### config.mk
export PLATFORM = sky130hd
export DESIGN_NAME = ex2_sad_tracker
export DESIGN_NICKNAME = d
export VERILOG_FILES = /design/src/rtl/ex2_sad_pkg.sv /design/src/rtl/sad_lane_absdiff.sv /design/src/rtl/ex2_sad_tracker.sv
export SDC_FILE = /design/constraint.sdc
export NUM_CORES = 1
export LEC_CHECK = 0
export CORE_ASPECT_RATIO = 0.9
export CORE_UTILIZATION = 40
export DETAILED_ROUTE_END_ITERATION = 10
export DONT_BUFFER_PORTS = 1
export PLACE_DENSITY = 0.68
export RECOVER_POWER = 50
export SYNTH_ARGS = -nofsm -noshare
export SYNTH_HDL_FRONTEND = slang
export SYNTH_SLANG_ARGS = --single-unit
### constraint.sdc
create_clock -name Clk -period 5.4 [get_ports Clk]
set_input_delay 0.54 -clock Clk [delete_from_list [all_inputs] [get_ports Clk]]
set_output_delay 0.54 -clock Clk [all_outputs]
set_load 0.01 [all_outputs]
### src/rtl/ex2_sad_pkg.sv
// ex2_sad_pkg: shared types and helpers for the EX2 SAD tracker.
//   - sad_state_e : tracker FSM states
//   - DEF_*       : default pixel / lane / width parameters
//   - SAD_MAX     : all-ones SAD value (the "no best yet" marker)
//   - absdiff()   : unsigned |a-b| for one pixel
package ex2_sad_pkg;

  localparam int DEF_PIX_W   = 8;
  localparam int DEF_LANES   = 4;
  localparam int DEF_BEATS_W = 8;
  localparam int DEF_SAD_W   = 32;

  localparam logic [DEF_SAD_W-1:0] SAD_MAX = '1;

  typedef enum logic [1:0] {
    ST_IDLE    = 2'd0,
    ST_ACCUM   = 2'd1,
    ST_DRAIN   = 2'd2,
    ST_COMPARE = 2'd3
  } sad_state_e;

  function automatic logic [DEF_PIX_W-1:0] absdiff(input logic [DEF_PIX_W-1:0] a,
                                                   input logic [DEF_PIX_W-1:0] b);
    return (a >= b) ? (a - b) : (b - a);
  endfunction

endpackage

### src/rtl/sad_lane_absdiff.sv
// sad_lane_absdiff: combinational sum of per-lane absolute pixel differences.
// Ports:
//   a, b : packed pixel words (LANES pixels of PIX_W bits each)
//   sum  : sum over lanes of |a_i - b_i|, wide enough never to overflow
module sad_lane_absdiff
  import ex2_sad_pkg::*;
#(
  parameter int PIX_W = DEF_PIX_W,
  parameter int LANES = DEF_LANES,
  parameter int SUM_W = PIX_W + $clog2(LANES)
) (
  input  logic [PIX_W*LANES-1:0] a,
  input  logic [PIX_W*LANES-1:0] b,
  output logic [SUM_W-1:0]       sum
);

  always_comb begin
    sum = '0;
    for (int i = 0; i < LANES; i++) begin
      sum = sum + SUM_W'(absdiff(a[i*PIX_W +: PIX_W], b[i*PIX_W +: PIX_W]));
    end
  end

endmodule

### src/rtl/ex2_sad_tracker.sv
// ex2_sad_tracker: EX2-stage SAD accumulator and best-candidate tracker.
// Accumulates the sum of absolute differences over NumBeats beats for one
// candidate, then compares it against the running best and keeps the best
// SAD with its x/y coordinates.
//
// Handshake: a beat is accepted when Start is high in IDLE (Start carries
// the first beat) or when BeatValid is high in ACCUM without Start. There
// is no backpressure; beats offered in any other state are dropped, and a
// Start outside IDLE also raises ProtoErr for that cycle.
//
// Ports:
//   Clk, Reset        : clock, synchronous active-high reset
//   Clear             : reinitialise best SAD / coordinates
//   Start, BeatValid  : first beat of a candidate / further beats
//   NumBeats          : beats per candidate (0 means 1), sampled on Start
//   FrameWord, WindowWord : packed pixels for this beat
//   CandX, CandY      : candidate coordinates, sampled on Start
//   Busy, Done, Updated, ProtoErr : status / pulses
//   CandSad, BestSad, BestX, BestY : results
//   DbgState          : current FSM state
//
// Build option: define SAD_EARLY_TERM_EN to abort a candidate as soon as
// its partial SAD can no longer beat the current best.
module ex2_sad_tracker
  import ex2_sad_pkg::*;
#(
  parameter int PIX_W   = DEF_PIX_W,
  parameter int LANES   = DEF_LANES,
  parameter int BEATS_W = DEF_BEATS_W,
  parameter int SAD_W   = DEF_SAD_W
) (
  input  logic               Clk,
  input  logic               Reset,
  input  logic               Clear,
  input  logic               Start,
  input  logic               BeatValid,
  input  logic [BEATS_W-1:0] NumBeats,
  input  logic [31:0]        FrameWord,
  input  logic [31:0]        WindowWord,
  input  logic [31:0]        CandX,
  input  logic [31:0]        CandY,
  output logic               Busy,
  output logic               Done,
  output logic               Updated,
  output logic               ProtoErr,
  output logic [SAD_W-1:0]   CandSad,
  output logic [SAD_W-1:0]   BestSad,
  output logic [31:0]        BestX,
  output logic [31:0]        BestY,
  output sad_state_e         DbgState
);

  localparam int SUM_W = PIX_W + $clog2(LANES);

  sad_state_e         state_q, state_d;
  logic [BEATS_W-1:0] num_q, cnt_q, cnt_next, num_eff;
  logic [31:0]        cand_x_q, cand_y_q;
  logic               a_vld_q, b_vld_q;
  logic [SUM_W-1:0]   lane_sum, a_sum_q, b_sum_q;
  logic [SAD_W-1:0]   acc_q, acc_add;
  logic [SAD_W:0]     acc_wide;
  logic [SAD_W-1:0]   cand_sad_q, best_sad_q;
  logic [31:0]        best_x_q, best_y_q;
  logic               start_ok, beat_ok, improve, early_abort;

  sad_lane_absdiff #(.PIX_W(PIX_W), .LANES(LANES), .SUM_W(SUM_W)) u_lanes (
    .a   (FrameWord),
    .b   (WindowWord),
    .sum (lane_sum)
  );

  assign start_ok = Start && (state_q == ST_IDLE);
  // A Start outside IDLE is rejected outright, even with BeatValid set.
  assign beat_ok  = start_ok || ((state_q == ST_ACCUM) && BeatValid && !Start);
  assign cnt_next = cnt_q + BEATS_W'(1);
  assign num_eff  = (NumBeats == '0) ? BEATS_W'(1) : NumBeats;

  // Saturating accumulate of the Stage-B operand.
  assign acc_wide = {1'b0, acc_q} + {{(SAD_W + 1 - SUM_W){1'b0}}, b_sum_q};
  assign acc_add  = acc_wide[SAD_W] ? '1 : acc_wide[SAD_W-1:0];
  assign improve  = acc_q < best_sad_q;

`ifdef SAD_EARLY_TERM_EN
  assign early_abort = ((state_q == ST_ACCUM) || (state_q == ST_DRAIN)) &&
                       b_vld_q && (acc_add >= best_sad_q);
`else
  assign early_abort = 1'b0;
`endif

  always_comb begin
    state_d = state_q;
    Done    = 1'b0;
    Updated = 1'b0;
    unique case (state_q)
      ST_IDLE: begin
        if (Start) state_d = (num_eff == BEATS_W'(1)) ? ST_DRAIN : ST_ACCUM;
      end
      ST_ACCUM: begin
        if (beat_ok && (cnt_next == num_q)) state_d = ST_DRAIN;
      end
      ST_DRAIN: begin
        // Stage B drains into acc on this edge once Stage A is empty.
        if (!a_vld_q) state_d = ST_COMPARE;
      end
      ST_COMPARE: begin
        Done    = 1'b1;
        Updated = improve && !Clear;
        state_d = ST_IDLE;
      end
      default: state_d = ST_IDLE;
    endcase
    if (early_abort) state_d = ST_COMPARE;
  end

  always_ff @(posedge Clk) begin
    if (Reset) begin
      state_q    <= ST_IDLE;
      num_q      <= '0;
      cnt_q      <= '0;
      cand_x_q   <= '0;
      cand_y_q   <= '0;
      a_vld_q    <= 1'b0;
      a_sum_q    <= '0;
      b_vld_q    <= 1'b0;
      b_sum_q    <= '0;
      acc_q      <= '0;
      cand_sad_q <= '0;
      best_sad_q <= '1;
      best_x_q   <= '0;
      best_y_q   <= '0;
    end else begin
      state_q <= state_d;

      // Pipe: Stage A holds the lane sum, Stage B feeds the accumulator.
      // An early abort discards every beat still in flight.
      a_vld_q <= beat_ok && !early_abort;
      if (beat_ok) a_sum_q <= lane_sum;
      b_vld_q <= a_vld_q && !early_abort;
      b_sum_q <= a_sum_q;

      if (state_q == ST_COMPARE) acc_q <= '0;
      else if (b_vld_q)          acc_q <= acc_add;

      if (start_ok) begin
        num_q    <= num_eff;
        cnt_q    <= BEATS_W'(1);
        cand_x_q <= CandX;
        cand_y_q <= CandY;
      end else if (beat_ok) begin
        cnt_q <= cnt_next;
      end

      if (state_q == ST_COMPARE) cand_sad_q <= acc_q;

      if (Clear) begin
        best_sad_q <= '1;
        best_x_q   <= '0;
        best_y_q   <= '0;
      end else if (Updated) begin
        best_sad_q <= acc_q;
        best_x_q   <= cand_x_q;
        best_y_q   <= cand_y_q;
      end
    end
  end

  assign Busy     = (state_q != ST_IDLE);
  assign ProtoErr = Start && (state_q != ST_IDLE);
  assign CandSad  = cand_sad_q;
  assign BestSad  = best_sad_q;
  assign BestX    = best_x_q;
  assign BestY    = best_y_q;
  assign DbgState = state_q;

endmodule
## After elaboration in Yosys (flattened, before gate mapping)

Index checks and enable logic that the tools add are counted.

| storage, ports and cells | value |
|---|---|
| bits in registers | 264 |
| input port bits | 141 |
| output and inout bits | 134 |
| word-level logic and storage cells | 73 |

| operators by class | value |
|---|---|
| $add $sub $neg | 13 |
| order comparisons | 5 |
| eq/ne operators | 8 |
| mux-type cells | 15 |
| reductions and logical operators | 17 |

Operator list:

| kind | count |
|---|---|
| $sub A8 B8 Y8 | 8 |
| $mux W8 | 5 |
| $add A32 B10 Y33 | 1 |
| $ge A8 B8 Y1 | 4 |
| $lt A32 B32 Y1 | 1 |
| $mux W32 | 1 |
| $add A10 B8 Y10 | 2 |
| $add A8 B8 Y9 | 1 |
| $add A8 B1 Y8 const B | 1 |
| $eq A8 B1 Y1 const B | 1 |
| $eq A8 B8 Y1 | 1 |
| $logic_not A8 Y1 | 1 |
| $mux W2 | 4 |
| $pmux W2 S4 | 1 |
| $logic_and A1 B1 Y1 | 6 |
| $reduce_or A2 Y1 | 3 |
| $eq A2 B2 Y1 const B | 2 |
| $mux W1 | 4 |
| $ne A2 B2 Y1 const B | 2 |
| $reduce_bool A2 Y1 | 2 |
| $reduce_and A3 Y1 | 1 |
| $eq A2 B1 Y1 const B | 1 |
| $logic_not A1 Y1 | 2 |
| $logic_not A2 Y1 | 1 |
| other kinds (2) | 2 |

## Longest topological paths before layout

Gate-level depths: netlist (run 1).

| depth | value |
|---|---|
| depth after elaboration | 7 |
| depth in mapped cells | 25 |
| mapped depth without buffers | 25 |

## Cells and area by module

A second synthesis (run 1) with hierarchy kept.

| second synthesis, totals | value |
|---|---|
| cell total of the unflattened synthesis | 1734 |
| area, all modules | 14686.6 µm² |

By module, submodules not included:

| module | instances | cells each | area each (µm²) | seq. area each (µm²) |
|---|---|---|---|---|
| ex2_sad_tracker | 1 | 1315 | 11367.2 | 5285.1 |
| sad_lane_absdiff | 1 | 419 | 3319.4 | 0.0 |

## Worst setup path after synthesis (run 1)

OpenSTA, ideal clock, no wires.

| path | value |
|---|---|
| path type | input port to flip-flop |
| start | input FrameWord[8] |
| end | register a_sum_q[8] |
| data arrival time | 4.987 ns |
| data required time | 5.267 ns |
| slack | 0.280 ns |
| stages on the path | 23 |
| buffers on the path | 0 |
| cell sequence | inv_1 ha_1 inv_1 fa_1 a21o_1 a21oi_1 a311oi_1 o22ai_2 mux2_2 fa_1 a21o_1 a21oi_1 o21bai_1 a21oi_1 xor2_1 fa_1 inv_1 ha_1 a21oi_1 o21ai_0 a21oi_1 xor2_1 a2bb2oi_1 |

| on the way | value |
|---|---|
| word-level cells in the longest chain between the ends | 5 |
| elaborated cells between the ends (all ways) | 7 |

Ends and longest elaborated chain:

| element | line | RTL |
|---|---|---|
| start, declared | ex2_sad_tracker.sv:38 | `input logic [31:0] FrameWord,` |
| $sub A8 B8 Y8 or $ge A8 B8 Y1 (tied branches) | ex2_sad_pkg.sv:24 | `return (a >= b) ? (a - b) : (b - a);` |
| $mux W8 (*) | ex2_sad_pkg.sv:24 |  |
| $add A8 B8 Y9 (*) | sad_lane_absdiff.sv:20 | `sum = sum + SUM_W'(absdiff(a[i*PIX_W +: PIX_W], b[i*PIX_W +: PIX_W]));` |
| $add A10 B8 Y10 (*) (2 in a row) | sad_lane_absdiff.sv:20 |  |
| end signal, assigned | ex2_sad_tracker.sv:137 | `if (beat_ok) a_sum_q <= lane_sum;` |
| end, declared | ex2_sad_tracker.sv:59 | `logic [SUM_W-1:0] lane_sum, a_sum_q, b_sum_q;` |

Every way passes the cells marked *; elsewhere a longest branch is shown, timed or not.
A chain may end at the register's enable or synchronous reset.

## Worst setup path in the final report (run 1)

Same ends and word-level chain as after synthesis.

==> run summary, run 1 <==
====================================================================================================
Die footprint .........................................................................  0.03625 mm2
Final weighted congestion of routability-driven global placement ......................       0.8636
Minimum clock period after layout .....................................................     4.869 ns
Count of unique library cells instantiated by Yosys ...................................           61
Maximum number of pins on one net before global-route repair ..........................          161
DR WL/cell ............................................................................     16.44 um
Post-placement cell count .............................................................         2111
Row Count .............................................................................           65
CTS tree ..............................................................................         done
Count of non-filler cells in the finished layout ......................................         2160
CTS H-tree depth ......................................................................            1
Final critical-path share of the clock period .........................................       0.9017
Layout cell share with drive strength beyond 1 ........................................      0.04494
Post-route cell area ..................................................................  0.01541 mm2
Clock-pin slew reported for the worst setup and hold paths after clock tree synthesis .      0.06 ns
Vias in the first global route ........................................................       11.12k
Flip-flop and latch count after synthesis .............................................          264
Transition at the pin with the smallest max-transition slack ..........................     3.561 ns
Number of standard cells after synthesis ..............................................         1722
Total detailed-routing wirelength .....................................................     35.51 mm
Seq/Total Area, Yosys .................................................................       0.3723
Number of buffers inserted to repair setup after CTS ..................................            0
Power density over the cells .......................................................... 395.5 mW/mm2
Deepest clock path buffer count .......................................................            3
Net count after synthesis .............................................................         2004
Num CTS Buffers .......................................................................           29
Worst hold-check path type ............................................................ input pin to register
Post-place setup slack ................................................................  -0.03819 ns
Clock Tree Root ....................................................................... sky130_fd_sc_hd__clkbuf_16
Number of hold-slack violations in the final timing report ............................            0
Final number of setup-violating endpoints .............................................            0
Count of unresolved DRC violations after routing ......................................            2
Final net count .......................................................................         1955
Final worst setup slack ...............................................................    0.5311 ns
Gr usage total ........................................................................       0.1894
Warning count from the yosys run ......................................................            0
Result of the run ..................................................................... finished, violations left
Antenna violations before repair ......................................................            0
Num Clock Sinks .......................................................................          264
Dominant register cell in the synthesized netlist ..................................... sky130_fd_sc_hd__dfxtp_1
Final clock skew ......................................................................   0.01266 ns
Unrepaired setup endpoints after global routing .......................................        false
Total via count after detailed routing ................................................       11.55k
Number of I/O pins ....................................................................          275
Commonest non-fill, non-tap cell in the layout ........................................ sky130_fd_sc_hd__nand2_1
Initial cell density of the core ......................................................       0.4059
Worst IR Drop VDD .....................................................................    0.2670 mV
Number of enable-type register cells in the synthesized netlist .......................            0
Arrival time at the worst endpoint ....................................................      5.28 ns
Std-Cell Core Area ....................................................................  0.03497 mm2
Avg Cell Area, Syn ....................................................................    8.244 um2
Wire length of the first global-routing pass ..........................................     57.04 mm
Clock latency at the later pin of the worst-skew pair .................................      0.54 ns
Leakage power .........................................................................  0.006481 uW
Drt via density .......................................................................        5.345
Hold-fix buffers, CTS .................................................................            0
Count of buffers from port buffering ..................................................            0
Count of nets left with antenna violations after detail routing .......................            0
CP Launch Type ........................................................................    input pin
Antenna diode count ...................................................................            0
Pins Over Slew Limit ..................................................................          109
Peak fanout along the critical path ...................................................            5
HPWL Detailed .........................................................................     25.43 mm
Post-synth ARST share .................................................................            0
Total power ...........................................................................      6093 uW
Max Cap Violations ....................................................................            2
Detailed-routing iteration count for the pre-antenna-repair pass ......................           10
Chip width ............................................................................     200.6 um
Max-Slew Margin vs Limit ..............................................................       -1.374
Data required time of the worst path ..................................................      5.81 ns
Maximum clock rate ....................................................................    205.4 MHz
Netlist area before placement .........................................................  0.01420 mm2
Chip height ...........................................................................     180.7 um
DR iter-0 viols .......................................................................          679
Number of cells upsized or downsized after cts ........................................            0
Kind of end point of the critical path ................................................     register
Area growth from synthesis to final layout ............................................       8.532%
Violated checks ....................................................................... DRC, capacitance limit, slew limit
GRT overflow ..........................................................................            0
Most frequent cells in the layout ..................................................... sky130_fd_sc_hd__nand2_1, sky130_fd_sc_hd__dfxtp_1, sky130_fd_sc_hd__a21oi_1, sky130_fd_sc_hd__inv_1, sky130_fd_sc_hd__ha_1
Placed Area ...........................................................................  0.01449 mm2
Setup Crit Path Kind .................................................................. input pin to register
====================================================================================================
==> logic make-up after synthesis <==
logic type | after synthesis | synth area share
and+or+nand+nor | 558 | 0.1749
buffers and inverters | 232 | 0.06751
AOI/OAI and AO/OA | 402 | 0.1669
xor gates and xnor gates | 66 | 0.04072
DFF | 264 | 0.3723
adders and majority gates | 141 | 0.1343
muxes | 59 | 0.04328
==> where the power goes <==
part           switching (uW)  total [uW]  internal, uW
clock network             781        1960          1180
registers                 131        2250          2120
logic                    1090        1880           793
total                    2000        6090          4090
==> registers in the layout (all words and copies together), names as in the netlist <==
signal / flops
acc_q: 32
cand_x_q: 32
BestX: 32
BestSad: 32
cnt_q: 8
b_sum_q: 10
CandSad: 32
a_sum_q: 10
cand_y_q: 32
BestY: 32
b_vld_q: 1
DbgState: 2
num_q: 8
a_vld_q: 1
==> path summary, 6_finish.rpt <==
check / startpoint / endpoint / slack, ns / depth (start not counted)
worst max register to register: DbgState[0]$_SDFFE_PP0P_ / cnt_q[3]$_SDFFE_PP0P_ / 0.64 / 6
worst min register to register: a_sum_q[4]$_SDFFE_PP0P_ / a_sum_q[4]$_SDFFE_PP0P_ / 0.44 / 2
worst max-delay path: FrameWord[8] / a_sum_q[8]$_SDFFE_PP0P_ / 0.53 / 23
worst min-delay path: Reset / DbgState[0]$_SDFFE_PP0P_ / 0.08 / 1
==> stage by stage <==
step	utilization	hold slack [ns]	TNS, ns
3_5_place_dp	0.4142	0.4366	-0.03819
3_3_place_gp	0.4142	0.4338	0
4_1_cts	0.4409	0.05515	0
6_report	0.4406	0.07876	0
2_1_floorplan	-	0.4273	0
5_1_grt	0.4406	0.03871	0
==> synth_stat cells, types with 4 or more instances <==
master	n	area, um2
sky130_fd_sc_hd__a2111oi_0	5	43.79
sky130_fd_sc_hd__a211oi_1	11	82.58
sky130_fd_sc_hd__a21o_1	24	180.2
sky130_fd_sc_hd__a21oi_1	168	840.8
sky130_fd_sc_hd__a221oi_1	4	35.03
sky130_fd_sc_hd__a31oi_1	16	100.1
sky130_fd_sc_hd__and2_1	4	25.02
sky130_fd_sc_hd__and3_1	7	43.79
sky130_fd_sc_hd__and4_1	12	105.1
sky130_fd_sc_hd__buf_1	9	33.78
sky130_fd_sc_hd__buf_2	9	45.04
sky130_fd_sc_hd__buf_4	5	37.54
sky130_fd_sc_hd__buf_6	7	78.83
sky130_fd_sc_hd__clkbuf_1	56	210.2
sky130_fd_sc_hd__clkbuf_2	4	20.02
sky130_fd_sc_hd__dfxtp_1	264	5285
sky130_fd_sc_hd__fa_1	19	380.4
sky130_fd_sc_hd__ha_1	122	1526
sky130_fd_sc_hd__inv_1	142	533.0
sky130_fd_sc_hd__mux2_2	7	78.83
sky130_fd_sc_hd__mux2i_1	49	490.5
sky130_fd_sc_hd__nand2_1	293	1100
sky130_fd_sc_hd__nand2b_1	7	43.79
sky130_fd_sc_hd__nand3_1	82	410.4
sky130_fd_sc_hd__nand4_1	15	93.84
sky130_fd_sc_hd__nor2_1	79	296.5
sky130_fd_sc_hd__nor2b_1	15	93.84
sky130_fd_sc_hd__nor3_1	19	95.09
sky130_fd_sc_hd__nor4_1	4	25.02
sky130_fd_sc_hd__o211ai_1	37	277.8
sky130_fd_sc_hd__o21a_1	4	30.03
sky130_fd_sc_hd__o21ai_0	92	460.4
sky130_fd_sc_hd__o21ai_1	9	45.04
sky130_fd_sc_hd__o22ai_1	6	37.54
sky130_fd_sc_hd__or2_2	5	31.28
sky130_fd_sc_hd__or3_1	5	31.28
sky130_fd_sc_hd__xnor2_1	30	262.8
sky130_fd_sc_hd__xor2_1	36	315.3
==> cell type report <==
type | instances | area, um2
well taps | 469 | 586.8
fillers | 3437 | 19560
repair buffers | 10 | 92.59
flip-flops and latches | 264 | 5285
clock buffers | 40 | 807.0
multi-input cells | 1226 | 7979
clock inverters | 9 | 123.9
inverters | 142 | 533.0
==> worst max-delay path, stage by stage <==
cell and delay (ns):
sky130_fd_sc_hd__inv_1 0.04, sky130_fd_sc_hd__ha_1 0.13, sky130_fd_sc_hd__inv_1 0.05, sky130_fd_sc_hd__fa_1 0.38, sky130_fd_sc_hd__a21o_1 0.18, sky130_fd_sc_hd__a21oi_1 0.20
sky130_fd_sc_hd__a311oi_1 0.16, sky130_fd_sc_hd__o22ai_2 0.26, sky130_fd_sc_hd__mux2_2 0.41, sky130_fd_sc_hd__fa_1 0.46, sky130_fd_sc_hd__a21o_1 0.18, sky130_fd_sc_hd__a21oi_1 0.22
sky130_fd_sc_hd__o21bai_1 0.09, sky130_fd_sc_hd__a21oi_1 0.22, sky130_fd_sc_hd__xor2_1 0.12, sky130_fd_sc_hd__fa_1 0.55, sky130_fd_sc_hd__inv_1 0.04, sky130_fd_sc_hd__ha_1 0.34
sky130_fd_sc_hd__a21oi_1 0.15, sky130_fd_sc_hd__o21ai_0 0.10, sky130_fd_sc_hd__a21oi_1 0.20, sky130_fd_sc_hd__xor2_1 0.18, sky130_fd_sc_hd__a2bb2oi_1 0.08
==> routing by layer <==
metal | up-vias | track usage | wire length (um)
li1 | 5779 | - | -
met1 | 5384 | 0.2447 | 15980
met2 | 317 | 0.3140 | 16340
met3 | 66 | 0.03842 | 2018
met4 | 0 | 0.06534 | 1177
met5 | - | 0 | 0
No activity file was read; power rests on OpenSTA's default activity.
==> inputs of run 2 (changes only) <==
--- a/config.mk
+++ b/config.mk
@@ -7,2 +7,4 @@
 export LEC_CHECK = 0
+export ABC_CLOCK_PERIOD_IN_PS = 5400
+export CAP_MARGIN = 20
 export CORE_ASPECT_RATIO = 0.9
--- a/constraint.sdc
+++ b/constraint.sdc
@@ -3,2 +3,2 @@
 set_output_delay 0.54 -clock Clk [all_outputs]
-set_load 0.01 [all_outputs]
+set_load 0.1 [all_outputs]
==> run summary, run 2 (same netlist as run 1, synthesis figures left out) <==
====================================================================================================
Clock-pin slew reported for the worst setup and hold paths after clock tree synthesis .      0.06 ns
Kind of end point of the critical path ................................................     register
CTS tree ..............................................................................         done
Num Clock Sinks .......................................................................          264
Count of buffers from port buffering ..................................................            0
Chip height ...........................................................................     180.7 um
CTS H-tree depth ......................................................................            1
Multi-input logic area ................................................................ 0.007994 mm2
Vias in the first global route ........................................................       11.22k
Storage element area .................................................................. 0.005285 mm2
Maximum number of pins on one net before global-route repair ..........................          170
Worst hold-check path type ............................................................ input pin to register
Layout cell share with drive strength beyond 1 ........................................      0.04712
Total Neg Setup Slack .................................................................         0 ns
Gr usage total ........................................................................       0.1908
Deepest clock path buffer count .......................................................            3
Arrival time at the worst endpoint ....................................................      5.27 ns
Switching power total .................................................................      2173 uW
DR WL/cell ............................................................................     16.14 um
Number of buffers inserted to repair setup after CTS ..................................            0
Violated checks ....................................................................... DRC, capacitance limit, slew limit
Std-Cell Core Area ....................................................................  0.03497 mm2
Final clock skew ......................................................................   0.01046 ns
Unrepaired setup endpoints after global routing .......................................        false
Final number of setup-violating endpoints .............................................            0
Result of the run ..................................................................... finished, violations left
Number of I/O pins ....................................................................          275
Longest individual stage delay on the worst path ......................................      0.55 ns
Drt via density .......................................................................        5.335
Final critical-path share of the clock period .........................................       0.9004
Combinational share of power ..........................................................        0.325
Cell type of the slowest stage on the worst timing path ............................... sky130_fd_sc_hd__fa_1
Num CTS Buffers .......................................................................           29
Sequential cell fraction of total power ...............................................        0.366
Final net count .......................................................................         1980
GRT overflow ..........................................................................            0
Most frequent cells in the layout ..................................................... sky130_fd_sc_hd__nand2_1, sky130_fd_sc_hd__dfxtp_1, sky130_fd_sc_hd__a21oi_1, sky130_fd_sc_hd__inv_1, sky130_fd_sc_hd__ha_1
Switching power share of the total ....................................................       0.3496
Total detailed-routing wirelength .....................................................     35.31 mm
Row Count .............................................................................           65
Clock latency at the later pin of the worst-skew pair .................................      0.55 ns
Data required time of the worst path ..................................................      5.80 ns
Area growth from synthesis to final layout ............................................       9.166%
CP Launch Type ........................................................................    input pin
Total via count after detailed routing ................................................       11.67k
Clock Tree Root ....................................................................... sky130_fd_sc_hd__clkbuf_16
Pins Over Slew Limit ..................................................................           79
Count of nets left with antenna violations after detail routing .......................            0
Chip width ............................................................................     200.6 um
Worst IR Drop VDD .....................................................................    0.3734 mV
Hold-fix buffers, CTS .................................................................            0
Commonest non-fill, non-tap cell in the layout ........................................ sky130_fd_sc_hd__nand2_1
Detailed-routing iteration count for the pre-antenna-repair pass ......................            9
Total power ...........................................................................      6215 uW
Antenna violations before repair ......................................................            0
Transition at the pin with the smallest max-transition slack ..........................     1.652 ns
Minimum clock period after layout .....................................................     4.862 ns
Power density over the cells .......................................................... 401.0 mW/mm2
HPWL Detailed .........................................................................     25.43 mm
Count of unresolved DRC violations after routing ......................................            2
Peak fanout along the critical path ...................................................            5
Fill cell instance count of the final layout ..........................................         3500
Number of hold-slack violations in the final timing report ............................            0
Max-Slew Margin vs Limit ..............................................................      -0.1012
Wire length of the first global-routing pass ..........................................     57.62 mm
Number of cells upsized or downsized after cts ........................................            0
Die footprint .........................................................................  0.03625 mm2
Maximum clock rate ....................................................................    205.7 MHz
Antenna diode count ...................................................................            0
Sequence of cells on the critical path ................................................ inv_1 -> ha_1 -> inv_1 -> fa_1 -> a21o_1 -> a21oi_1 -> a311oi_1 -> o22ai_2 -> buf_4 -> mux2_4 -> xnor2_1 -> ha_1 -> a21oi_1 -> o21bai_1 -> a21oi_1 -> xor2_1 -> fa_1 -> inv_1 -> ha_1 -> a21oi_1 -> o21ai_0 -> a21oi_1 -> xor2_1 -> a2bb2oi_1
DR iter-0 viols .......................................................................          635
Clock network fraction of total power .................................................        0.309
Internal ..............................................................................      4042 uW
Most repeated library cell on the critical path ....................................... sky130_fd_sc_hd__a21oi_1
Setup Crit Path Kind .................................................................. input pin to register
Final weighted congestion of routability-driven global placement ......................       0.8643
Leakage power .........................................................................  0.006508 uW
Initial cell density of the core ......................................................       0.4059
Max Cap Violations ....................................................................            2
====================================================================================================
## run 2: changes by cell type in the layout (fill, tap and decap cells not counted), moves of 2 or more
| cell | before | now |
|---|---|---|
| sky130_fd_sc_hd__inv_6 | 0 | 2 |
| sky130_fd_sc_hd__clkbuf_8 | 4 | 7 |
| sky130_fd_sc_hd__clkbuf_1 | 9 | 33 |
| sky130_fd_sc_hd__bufinv_16 | 3 | 1 |
| sky130_fd_sc_hd__clkinv_2 | 5 | 7 |
## run 2: worst paths after layout
check / endpoint / depth (start not counted) / startpoint / slack (ns)
hold reg to reg: a_sum_q[5]$_SDFFE_PP0P_ / 2 / a_sum_q[5]$_SDFFE_PP0P_ / 0.45
hold / removal: num_q[3]$_SDFFE_PP0P_ / 1 / Reset / 0.07
setup reg to reg: a_sum_q[9]$_SDFFE_PP0P_ / 10 / DbgState[0]$_SDFFE_PP0P_ / 1.21
setup / recovery: a_sum_q[8]$_SDFFE_PP0P_ / 24 / FrameWord[0] / 0.54
## run 2: power groups by stage
| stage | Sequential (uW) | Clock [uW] | Combinational (uW) |
|---|---|---|---|
| 2_1_floorplan | 2350 | 0 | 1600 |
| 3_3_place_gp | 2310 | 0 | 1970 |
| 3_5_place_dp | 2310 | 0 | 2020 |
| 4_1_cts | 2270 | 1980 | 2030 |
| 5_1_grt | 2290 | 2060 | 2300 |
| 6_report | 2270 | 1920 | 2020 |
## run 2: layout make-up
cell class	count	share of cell area
repair buffers	35	0.01106
clock buffers	42	0.05450
clock inverters	10	0.005329
well taps	469	0.03787
multi-input cells	1226	0.5158
inverters	142	0.03439
flip-flops and latches	264	0.3410
## run 2: metrics by stage
step	instances	hold slack [ns]	setup slack (ns)	utilization	cell area [um2]
global route	2188	0.03616	0.1997	0.4431	15500
finish	2188	0.07122	0.5376	0.4431	15500
global placement	2136	0.4371	0.1670	0.4196	14670
floorplan	1722	0.4273	0.2802	-	14200
CTS	2188	0.05493	0.5870	0.4461	15600
detailed placement	2136	0.4376	0.02648	0.4196	14670
## run 2: metal layers
layer	global-route usage	wire (um)	vias to the layer above
met4	0.06687	1113	0
li1	-	-	5835
met5	0	0	-
met2	0.3172	16410	319
met1	0.2398	15520	5440
met3	0.04726	2273	80
## run 2: worst max-delay path, delay by kind of cell
family,cells,cell delay (ns)
xor+xnor,3,0.48
buf+inv,4,0.35
mux,1,0.32
fa+ha+maj,5,1.70
compound gates,11,1.87
